<file path="config.mk">
export PLATFORM = sky130hd
export DESIGN_NAME = gray_counter_gen
export DESIGN_NICKNAME = d
export VERILOG_FILES = /design/src/rtl/gray_pkg.sv /design/src/rtl/gray_prescaler.sv /design/src/rtl/gray_counter_gen.sv
export SDC_FILE = /design/constraint.sdc
export NUM_CORES = 1
export LEC_CHECK = 0
export BUFFER_PORTS_ARGS = -buffer_cell sky130_fd_sc_hd__buf_2
export CORE_MARGIN = 4
export CORE_UTILIZATION = 50
export DETAILED_ROUTE_END_ITERATION = 8
export HOLD_SLACK_MARGIN = 0.05
export PLACE_DENSITY = 0.8
export SKIP_CTS_REPAIR_TIMING = 1
export SLEW_MARGIN = 30
export SYNTH_ARGS = -nofsm -noshare
export SYNTH_HDL_FRONTEND = slang
export SYNTH_SLANG_ARGS = --single-unit
</file>
<file path="constraint.sdc">
create_clock -name clk -period 7.5 [get_ports clk]
set_clock_uncertainty 0.2 [all_clocks]
set_input_delay 1.125 -clock clk [delete_from_list [all_inputs] [get_ports clk]]
set_output_delay 1.125 -clock clk [all_outputs]
set_load 0.1 [all_outputs]
</file>
<file path="src/rtl/gray_pkg.sv">
// Shared definitions for the Gray-code counter family.
//
// Contents:
//   DIR_DOWN / DIR_UP    - encodings of the dir input
//   MODE_WRAP / MODE_SAT - encodings of the sat input
//   GRAY_MAX_W           - widest count handled by bin2gray
//   bin2gray()           - binary to reflected Gray code, width-generic
//
// bin2gray works on a GRAY_MAX_W-bit container. Callers zero-extend
// their value in and size-cast the result back down to their own width.
// Zero-extension is safe because the upper Gray bits of a zero-extended
// value are all zero, so the low WIDTH bits are exactly the WIDTH-bit
// Gray code.
package gray_pkg;

  localparam logic DIR_DOWN  = 1'b0;
  localparam logic DIR_UP    = 1'b1;
  localparam logic MODE_WRAP = 1'b0;
  localparam logic MODE_SAT  = 1'b1;

  localparam int GRAY_MAX_W = 64;

  function automatic logic [GRAY_MAX_W-1:0] bin2gray(input logic [GRAY_MAX_W-1:0] b);
    return b ^ (b >> 1);
  endfunction

endpackage

</file>
<file path="src/rtl/gray_prescaler.sv">
// Enable-gated prescaler for gray_counter_gen.
//
// Ports:
//   clk    in   rising-edge clock
//   rst    in   synchronous active-high reset, clears the count
//   en     in   count enable; 0 freezes the count
//   clr    in   synchronous restart of the count (used on counter load)
//   presc  in   divide ratio; tick fires every presc+1 enabled cycles
//   tick   out  combinational step strobe for the current cycle
//
// tick is en & (pcnt == presc). The comparison always uses the current
// presc, so lowering presc below the running count does not fire an
// early tick: the count runs on through 2^PRESCALE_W and wraps to 0
// before it can match again.
module gray_prescaler #(
  parameter int PRESCALE_W = 4
) (
  input  logic                  clk,
  input  logic                  rst,
  input  logic                  en,
  input  logic                  clr,
  input  logic [PRESCALE_W-1:0] presc,
  output logic                  tick
);

  logic [PRESCALE_W-1:0] pcnt_q;
  logic [PRESCALE_W-1:0] pcnt_d;

  always_comb begin
    tick   = en & (pcnt_q == presc);
    pcnt_d = pcnt_q;
    if (clr) begin
      pcnt_d = '0;
    end else if (tick) begin
      pcnt_d = '0;
    end else if (en) begin
      // Natural modulo-2^PRESCALE_W wrap is intended here.
      pcnt_d = pcnt_q + PRESCALE_W'(1);
    end
  end

  always_ff @(posedge clk) begin
    if (rst) begin
      pcnt_q <= '0;
    end else begin
      pcnt_q <= pcnt_d;
    end
  end

endmodule

</file>
<file path="src/rtl/gray_counter_gen.sv">
// Parametrised, prescaled Gray-code counter.
//
// Ports:
//   clk        in   rising-edge clock
//   rst        in   synchronous active-high reset
//   en         in   count enable; 0 freezes prescaler and counter
//   dir        in   1 = count up, 0 = count down
//   sat        in   0 = wrap at the bounds, 1 = saturate at the bounds
//   load       in   synchronous load strobe
//   load_val   in   binary value to load
//   presc      in   divide ratio; one step every presc+1 enabled cycles
//   gray       out  registered Gray code of the count
//   bin        out  registered binary count
//   tc         out  registered one-cycle terminal-count pulse
//   slow_bits  out  top SLOW_N bits of gray
//   fast_bits  out  bottom FAST_N bits of gray
//
// Edge priority: rst > load > tick > hold. A load discards a coincident
// tick and restarts the prescaler. tc pulses on every tick that hits a
// bound: a wrap in wrap mode, or a blocked step in saturate mode (which
// repeats on each blocked tick). This block has no handshake; every
// input is sampled on each rising edge and outputs are pure registers.
module gray_counter_gen
  import gray_pkg::*;
#(
  parameter int WIDTH      = 8,
  parameter int PRESCALE_W = 4,
  parameter int SLOW_N     = 5,
  parameter int FAST_N     = 3
) (
  input  logic                  clk,
  input  logic                  rst,
  input  logic                  en,
  input  logic                  dir,
  input  logic                  sat,
  input  logic                  load,
  input  logic [WIDTH-1:0]      load_val,
  input  logic [PRESCALE_W-1:0] presc,
  output logic [WIDTH-1:0]      gray,
  output logic [WIDTH-1:0]      bin,
  output logic                  tc,
  output logic [SLOW_N-1:0]     slow_bits,
  output logic [FAST_N-1:0]     fast_bits
);

  localparam logic [WIDTH-1:0] BIN_MAX = {WIDTH{1'b1}};
  localparam logic [WIDTH-1:0] BIN_MIN = '0;

  logic             tick;
  logic [WIDTH-1:0] bin_q,  bin_d;
  logic [WIDTH-1:0] gray_q, gray_d;
  logic             tc_q,   tc_d;
  logic             at_bound;
  logic             up;

  gray_prescaler #(
    .PRESCALE_W (PRESCALE_W)
  ) u_prescaler (
    .clk   (clk),
    .rst   (rst),
    .en    (en),
    .clr   (load),
    .presc (presc),
    .tick  (tick)
  );

  always_comb begin
    up       = (dir == DIR_UP);
    at_bound = up ? (bin_q == BIN_MAX) : (bin_q == BIN_MIN);
    bin_d    = bin_q;
    tc_d     = 1'b0;

    if (load) begin
      bin_d = load_val;
    end else if (tick) begin
      if (at_bound) begin
        // Both a wrap and a blocked saturated step count as terminal.
        tc_d = 1'b1;
        if (sat == MODE_SAT) begin
          bin_d = bin_q;
        end else begin
          bin_d = up ? BIN_MIN : BIN_MAX;
        end
      end else begin
        bin_d = up ? (bin_q + WIDTH'(1)) : (bin_q - WIDTH'(1));
      end
    end

    // Gray is derived from the next binary value so both land on the
    // same edge with no extra cycle of latency.
    gray_d = WIDTH'(bin2gray(GRAY_MAX_W'(bin_d)));
  end

  always_ff @(posedge clk) begin
    if (rst) begin
      bin_q  <= '0;
      gray_q <= '0;
      tc_q   <= 1'b0;
    end else begin
      bin_q  <= bin_d;
      gray_q <= gray_d;
      tc_q   <= tc_d;
    end
  end

  assign bin       = bin_q;
  assign gray      = gray_q;
  assign tc        = tc_q;
  assign slow_bits = gray_q[WIDTH-1 -: SLOW_N];
  assign fast_bits = gray_q[FAST_N-1:0];

endmodule
</file>
==> impl_metrics.ini, run 1 <==
[run_status]
outcome = finished, final reports clean

[synthesis]
synth_mux_area_share_pct = 1.373
synth_top_family_by_area = simple AND/OR/NAND/NOR gates
synth_fp_nets = 201
ys_seq_area_share_pct = 27.47
yosysWarnings = 0
ys_seq_elements = 20
synthArstFlopShare_pct = 0
synth-compound-area-share_pct = 18.03
synth-xor-area-share_pct = 11.42
yosys.area_share.simple_pct = 26.01
netlist-cell-type-count = 44
postSynthCellCount = 175
synth-edff-count = 0
syn_area_um2 = 1458
ys.flop_type = dfxtp_1
avgSynthCellArea_um2 = 8.329
synth-adder-area-share_pct = 7.382

[timing]
fin_crit_sh_pct = 44.83
finalMaxSlewViolations = 0
fin_crit_ps = 3362
slew-limit-headroom_pct = 56.01
setup_viol = 0
rsz0062_at_grt = false
fin_setup_tns_ps = 0
hold_viol_final = 0
tightest_slew_ps = 654.9
max_freq_mhz = 297.4

[floorplanning]
start_util_pct = 52.41
coreArea_um2 = 2781
die_area_um2 = 3843
ios = 43
die_h_um = 62.00
fp-row-count = 19
die_w_um = 62.00

[layout]
drive_gt1_share_pct = 28.50
final_area_um2 = 1644
diodes = 0
final_common_cell = buf_2
final_cell_mix = buf_2, nor2_1, dfxtp_1, nand2_1, xnor2_1
postLayoutCoreUtil_pct = 59.11
syn_to_final_growth_pct = 12.79
final_cells = 238
fin_nets = 234

[critical_path]
r2r-end = gray[6]
cp-start-kind = input pin
end_kind = flip-flop
path_cells = buf_2, inv_1, ha_1, nand2b_1, a21oi_1, a21oi_1, or4_1, a221oi_4, xor2_1, nor2_1
worstSetupPathType = input pin to flip-flop
crit_fanout = 7
crit_required_ps = 7490
worst_r2r_startpoint = bin[0]
reg2reg_slack_ps = 4620
crit_slowest_cell = or4_1
critical_path_arrival_ps = 3360
worst_path_most_repeated_cell = a21oi_1
cpPeakStageDelay_ps = 570
reg2reg_depth = 9

[clock_tree]
clk_latency_ps = 300
cts_buffers = 3
clk_path_buf_depth = 2
cts-root-buf = clkbuf_4
cts_tree = yes
cts.reportedPaths.clkPinSlew_ps = 110
clock-sinks = 20
htree_num_levels = 1

[drt]
dr.pass1.iters = 4
wl_mm = 3.083
routedWlPerCell_um = 12.95
initialDrtViolationCount = 25
detail-route-antenna-nets = 0
num_vias = 1281
avgViaCountPerCell = 5.382
remaining_drc_errors = 0

[power]
p_leak_nw = 0.7457
p_clk_share_pct = 18.1
combinationalPowerShare_pct = 46.7
p_switching_mw = 0.1600
ir_worst_vdd_mv = 0.2289
sw_frac_of_total_pct = 47.13
p_total_mw = 0.3395
intPower_mw = 0.1795
powerDensity_nw_per_um2 = 206.5
sequentialPowerShare_pct = 35.2

[global_route]
grt_use_met3_pct = 4.339
grt_first_pass_wirelength_mm = 5.009
track_usage_pct = 17.38
grt_max_degree = 25
grt_overflow = 0
gr-usage-met2_pct = 31.80
use_met1_pct = 20.28
antenna_found_initial = 0
grt-busiest-layer = met2
grt_pass1_vias = 1195

[hold_path]
hold_start = u_prescaler.pcnt_q[3]
hp-class = flip-flop to flip-flop
holdPathEnd = u_prescaler.pcnt_q[3]
hold_depth = 2

[flow_run]
maxCapViolCount = 0

[placed_design]
port_buffers = 42
placed_area_um2 = 1608
gp_congestion = 0.9145
dp.cells = 234
post-dp-hpwl_mm = 2.455
## through the flow
stage / hold WS [ps] / setup slack (ps)
floorplan: 299.6 / 4080
global placement: 323.5 / 3860
detailed placement: 333.2 / 3830
CTS: 357.2 / 4150
global route: 411.5 / 3965
finish: 348.9 / 4138
## power by group through the flow
stage	Clock, mW	Sequential, mW	Combinational [mW]
after detailed placement	0	0.122	0.159
after global placement	0	0.122	0.158
after global routing	0.0691	0.121	0.168
after CTS	0.0634	0.120	0.159
after floorplan	0	0.169	0.0926
final	0.0613	0.120	0.159
## cells in the mapped netlist (2+ instances only)
| master | instances | area share (%) |
|---|---|---|
| or2_2 | 2 | 0.86 |
| inv_1 | 6 | 1.5 |
| or3_1 | 3 | 1.3 |
| ha_1 | 7 | 6.0 |
| o21ai_0 | 8 | 2.7 |
| clkbuf_1 | 2 | 0.52 |
| nor2b_1 | 5 | 2.1 |
| nand2b_1 | 3 | 1.3 |
| o31a_2 | 2 | 1.4 |
| nand3_1 | 3 | 1.0 |
| o21a_1 | 2 | 1.0 |
| a21oi_1 | 7 | 2.4 |
| nand2_1 | 15 | 3.9 |
| mux2i_1 | 2 | 1.4 |
| nor2_1 | 27 | 7.0 |
| a221oi_4 | 2 | 3.6 |
| xnor2_1 | 13 | 7.8 |
| dfxtp_1 | 20 | 27 |
| nor3_1 | 5 | 1.7 |
| nand4_1 | 2 | 0.86 |
| buf_4 | 10 | 5.2 |
| xor2_1 | 6 | 3.6 |
| a211oi_1 | 2 | 1.0 |
## routing by layer
metal / wire, um / part of all wire [%]
met5: 0 / 0
met4: 10 / 0.32
met3: 188 / 6.1
met2: 1537 / 50
met1: 1347 / 44
## worst max-delay path: cells and delay by family
family	cells	cell delay [ps]
compound gates	3	660
xor+xnor	1	170
fa+ha+maj	1	360
buf+inv	2	340
simple gates	3	710
## registers in the layout (all words and copies together) (netlist names)
register	flops
bin	8
tc	1
u_prescaler.pcnt_q	4
gray	7
## worst max path at each step
stage | slack, ps | endpoint | from | depth (start not counted)
after floorplan | 4080 | gray[6] | bin[0] | 9
after global placement | 3860 | gray[6] | dir | 9
after global routing | 3960 | gray[6] | dir | 10
after detailed placement | 3830 | gray[6] | dir | 9
final | 4140 | gray[6] | dir | 10
after CTS | 4150 | gray[6] | dir | 10
## area by class of cell
cell class / count / area (um^2)
clock buffer: 4 / 36.28
fill: 263 / 1137
inverter: 6 / 22.52
multi-input combinational: 135 / 935.9
sequential: 20 / 400.4
tap: 31 / 38.79
timing repair buffer: 42 / 210.2
## cells by family after synthesis
| group | after synthesis |
|---|---|
| flip-flops | 20 |
| XOR/XNOR | 19 |
| buffers and inverters | 20 |
| multiplexers | 2 |
| adder cells (fa/ha/maj) | 8 |
| AND/OR/NAND/NOR | 74 |
| AO/OA/AOI/OAI | 32 |
(Power assumes the default switching activity.)
==> run 2: changes to the inputs <==
==> constraint.sdc (replaced) <==
create_clock -name clk -period 3.45 [get_ports clk]
set_clock_uncertainty 0.2 [all_clocks]
set_input_delay 0.5175 -clock clk [delete_from_list [all_inputs] [get_ports clk]]
set_output_delay 0.5175 -clock clk [all_outputs]
set_load 0.1 [all_outputs]
==> run 2 against run 1 <==
Setup slack got worse by 3600 ps. Clock-buffer cell count unchanged. Clock power increased by 120%. Via count increased by 1.2%. Register-to-register slack got worse by 4100 ps. Design area unchanged. Final cell count unchanged. Critical path depth decreased by 1. Power increased by 120%. Global-route usage decreased by 0.30 points. Critical endpoint unchanged. Largest cell class unchanged. Largest power group unchanged.
==> impl_metrics.ini, run 2 (same netlist as run 1, synthesis figures left out) <==
[floorplanning]
fp-row-count = 19
coreArea_um2 = 2781
die_area_um2 = 3843
die_h_um = 62.00
die_w_um = 62.00
ios = 43
start_util_pct = 52.41

[critical_path]
crit_required_ps = 3450
worst_r2r_startpoint = bin[0]
worst_path_most_repeated_cell = a21oi_1
crit_slowest_cell = or4_1
worstSetupPathType = flip-flop to flip-flop
reg2reg_depth = 9
r2r-end = gray[6]
cpPeakStageDelay_ps = 570
reg2reg_slack_ps = 560
path_cells = inv_1, fa_1, nand2b_1, a21oi_1, a21oi_1, or4_1, a221oi_4, xor2_1, nor2_1
end_kind = flip-flop
cp_num_buf_inv = 1
cp-start-kind = flip-flop
critPathTopFamily = simple AND/OR/NAND/NOR gates
crit_fanout = 7
critical_path_arrival_ps = 2880

[timing]
fin_setup_tns_ps = 0
whs_ps = 339.7
setup_viol = 0
fin_crit_ps = 2890
max_freq_mhz = 346.1
fin_crit_sh_pct = 83.76
finalMaxSlewViolations = 0
slew-limit-headroom_pct = 54.48
tightest_slew_ps = 677.6
hold_viol_final = 0
setup_ws_ps = 560.4
rsz0062_at_grt = false

[power]
intPower_mw = 0.3902
powerDensity_nw_per_um2 = 449.3
ir_worst_vdd_mv = 0.4483
p_total_mw = 0.7386
sequentialPowerShare_pct = 35.2
p_leak_nw = 0.7457
combinationalPowerShare_pct = 46.7
p_switching_mw = 0.3484
sw_frac_of_total_pct = 47.17
p_clk_share_pct = 18.1

[clock_tree]
clock-sinks = 20
htree_num_levels = 1
cts_tree = yes
clk_latency_ps = 300
cts.reportedPaths.clkPinSlew_ps = 110
clk_path_buf_depth = 2
cts-root-buf = clkbuf_4
cts_buffers = 3

[hold_path]
hold_depth = 3
hp-class = input pin to flip-flop
hold_start = en
holdPathEnd = u_prescaler.pcnt_q[0]

[drt]
detail-route-antenna-nets = 0
initialDrtViolationCount = 30
routedWlPerCell_um = 13.11
num_vias = 1296
remaining_drc_errors = 0
dr.pass1.iters = 4
avgViaCountPerCell = 5.445
wl_mm = 3.119

[layout]
diodes = 0
final_cells = 238
largest_reg_flops = 8
fin_nets = 234
drive_gt1_share_pct = 28.50
syn_to_final_growth_pct = 12.79
postLayoutCoreUtil_pct = 59.11
final_cell_mix = buf_2, nor2_1, dfxtp_1, nand2_1, xnor2_1
final_area_um2 = 1644
final_common_cell = buf_2

[placed_design]
pre_cts_slack_ps = 370.8
dp.cells = 234
post-dp-hpwl_mm = 2.463
gp_congestion = 0.9126
placed_area_um2 = 1608
port_buffers = 42

[run_status]
outcome = finished, final reports clean

[flow_run]
maxCapViolCount = 0

[global_route]
antenna_found_initial = 0
grt_overflow = 0
track_usage_pct = 17.08
grt_first_pass_wirelength_mm = 4.961
grt_max_degree = 25
grt_pass1_vias = 1140
-- run 2: worst max-delay path by stage --
stage	from	endpoint	slack, ps	cells past startpoint
2_1_floorplan	bin[0]	gray[6]	30	9
3_3_place_gp	dir	gray[6]	420	9
3_5_place_dp	dir	gray[6]	370	10
4_1_cts	bin[0]	gray[6]	550	9
5_1_grt	bin[0]	gray[5]	390	9
6_report	bin[0]	gray[6]	560	9
-- run 2: routing by layer --
layer  global-route usage [%]  share of wire [%]  up-vias
met1                    21.28                 45      590
li1                         -                  -      665
met2                    30.18                 48       41
met5                        0                  0        -
met3                    4.132                6.2        0
met4                    2.727                  0        0
-- run 2: final cells by class --
cell class	count	area, um^2
tap	31	38.79
clock buffer	4	36.28
timing repair buffer	42	210.2
fill	255	1137
inverter	6	22.52
sequential	20	400.4
multi-input combinational	135	935.9
-- run 2: tightest hold or removal path, delay by kind of cell --
family,cells,cell delay (ps)
buffers and inverters,1,130
XOR/XNOR,1,70
AND/OR/NAND/NOR,1,80
-- run 2: power groups by stage --
stage	Clock [mW]	Combinational, mW	Sequential [mW]
after detailed placement	0	0.346	0.265
final	0.133	0.345	0.260
after CTS	0.137	0.346	0.260
after floorplan	0	0.201	0.368
after global routing	0.147	0.366	0.263
after global placement	0	0.344	0.265
==> run 3: changes to the inputs <==
--- a/config.mk
+++ b/config.mk
@@ -7,10 +7,10 @@
 export LEC_CHECK = 0
 export BUFFER_PORTS_ARGS = -buffer_cell sky130_fd_sc_hd__buf_2
 export CORE_MARGIN = 4
-export CORE_UTILIZATION = 50
+export CORE_UTILIZATION = 46
 export DETAILED_ROUTE_END_ITERATION = 8
 export HOLD_SLACK_MARGIN = 0.05
-export PLACE_DENSITY = 0.8
+export PLACE_DENSITY = 0.77
 export SKIP_CTS_REPAIR_TIMING = 1
 export SLEW_MARGIN = 30
 export SYNTH_ARGS = -nofsm -noshare
==> constraint.sdc (replaced) <==
create_clock -name clk -period 2.5 [get_ports clk]
set_clock_uncertainty 0.2 [all_clocks]
set_input_delay 0.375 -clock clk [delete_from_list [all_inputs] [get_ports clk]]
set_output_delay 0.375 -clock clk [all_outputs]
set_load 0.1 [all_outputs]
==> run 3 against run 2 <==
The flow now finishes with violations (setup timing). Clock-buffer cell count is the same. Die area up 7.5%. Final cell count rose by 18%. Sequential power grew 37%. Combinational power up 60%. Clock power increased by 19%. Via count rose by 10%. Global-route usage up 1.0 points. Fmax increased by 14%. Design area is 20% higher. Flip-flop and latch count stayed put. Critical path type unchanged.
==> impl_metrics.ini, run 3 (same netlist as run 1, synthesis figures left out) <==
[run_status]
outcome = finished with violations
violations = setup timing

[global_route]
antenna_found_initial = 0
grt_max_degree = 25
grt_overflow = 0
track_usage_pct = 18.08
grt_pass1_vias = 1312
grt_first_pass_wirelength_mm = 5.878

[flow_run]
maxCapViolCount = 0

[power]
ir_worst_vdd_mv = 0.2357
sw_frac_of_total_pct = 47.55
p_total_mw = 1.068
sequentialPowerShare_pct = 33.4
combinationalPowerShare_pct = 51.8
intPower_mw = 0.5601
p_leak_nw = 0.9113
p_clk_share_pct = 14.8
powerDensity_nw_per_um2 = 540.2
p_switching_mw = 0.5079

[placed_design]
post-dp-hpwl_mm = 2.931
gp_congestion = 0.8557
pre_cts_slack_ps = -275.1
placed_area_um2 = 1864
port_buffers = 42

[critical_path]
end_kind = flip-flop
path_cells = inv_4, fa_2, nand2b_4, a21oi_4, a21oi_2, or4_4, a221oi_4, xor2_1, nor2_1
crit_fanout = 4
cpPeakStageDelay_ps = 520
cp_num_buf_inv = 1
critical_path_arrival_ps = 2520
cp-start-kind = flip-flop
worstSetupPathType = flip-flop to flip-flop
crit_slowest_cell = or4_4
reg2reg_slack_ps = -30
critPathTopFamily = simple AND/OR/NAND/NOR gates
crit_required_ps = 2490

[timing]
fin_crit_sh_pct = 101.1
max_freq_mhz = 395.8
setup_viol = 2
fin_crit_ps = 2527
fin_setup_tns_ps = -33.35
setup_ws_ps = -26.56
hold_viol_final = 0
whs_ps = 193.3
slew-limit-headroom_pct = 67.63
rsz0062_at_grt = true
tightest_slew_ps = 488.8
finalMaxSlewViolations = 0

[layout]
final_common_cell = buf_2
final_cell_mix = buf_2, buf_4, nor2_1, nand2_1
final_area_um2 = 1977
fin_nets = 263
diodes = 0
largest_reg_flops = 8
drive_gt1_share_pct = 47.46
syn_to_final_growth_pct = 35.62

[floorplanning]
fp-row-count = 20
start_util_pct = 47.75
ios = 43
die_area_um2 = 4133
die_w_um = 64.29
coreArea_um2 = 3053
die_h_um = 64.29

[clock_tree]
cts-root-buf = clkbuf_4
cts_buffers = 3
cts.reportedPaths.clkPinSlew_ps = 110
clk_latency_ps = 300
clock-sinks = 20
htree_num_levels = 1
cts_tree = yes
clk_path_buf_depth = 2

[drt]
remaining_drc_errors = 0
wl_mm = 3.710
avgViaCountPerCell = 5.114
detail-route-antenna-nets = 0
initialDrtViolationCount = 43
routedWlPerCell_um = 13.25
num_vias = 1432
dr.pass1.iters = 4

[hold_path]
hp-class = input pin to flip-flop
==> run 3: worst reg2reg max path, stage by stage, from the launching register on <==
cell      delay (ps)
dfxtp_4          390
inv_4             40
fa_2             360
nand2b_4         160
a21oi_4          150
a21oi_2           70
or4_4            520
a221oi_4         300
xor2_1           170
nor2_1            60
==> run 3: path summary, 6_finish.rpt <==
kind / cells past startpoint / from / end
worst min-delay path: 3 / en / u_prescaler.pcnt_q[0]
worst max register to register: 9 / bin[1] / gray[6]
worst min register to register: 2 / u_prescaler.pcnt_q[3] / u_prescaler.pcnt_q[3]
worst max-delay path: 9 / bin[1] / gray[6]
==> run 3: layer usage <==
layer	vias to the layer above	GRT usage (%)	share of wire (%)
met5	-	0	0
met4	0	6.069	1.6
met3	9	4.218	5.0
met2	36	31.31	51
met1	667	21.79	42
li1	720	-	-
==> run 3: power groups by stage <==
stage          Clock [mW]  Combinational [mW]  Sequential (mW)
2_1_floorplan           0               0.287            0.508
3_3_place_gp            0               0.523            0.363
3_5_place_dp            0               0.531            0.364
4_1_cts             0.165               0.532            0.357
5_1_grt             0.180               0.585            0.360
6_report            0.158               0.553            0.357
==> run 3: area by class of cell <==
cell class | instances | area, um^2
fillers | 284 | 1076
multi-input cells | 135 | 1016
repair buffers | 71 | 431.7
flip-flops and latches | 20 | 422.9
well taps | 44 | 55.05
clock buffers | 4 | 26.28
inverters | 6 | 25.02
==> run 3: stage by stage <==
step                instances  utilization (%)
floorplan                 175                -
global placement          272            61.07
detailed placement        272            61.07
CTS                       276            61.93
global route              280            64.75
finish                    280            64.75
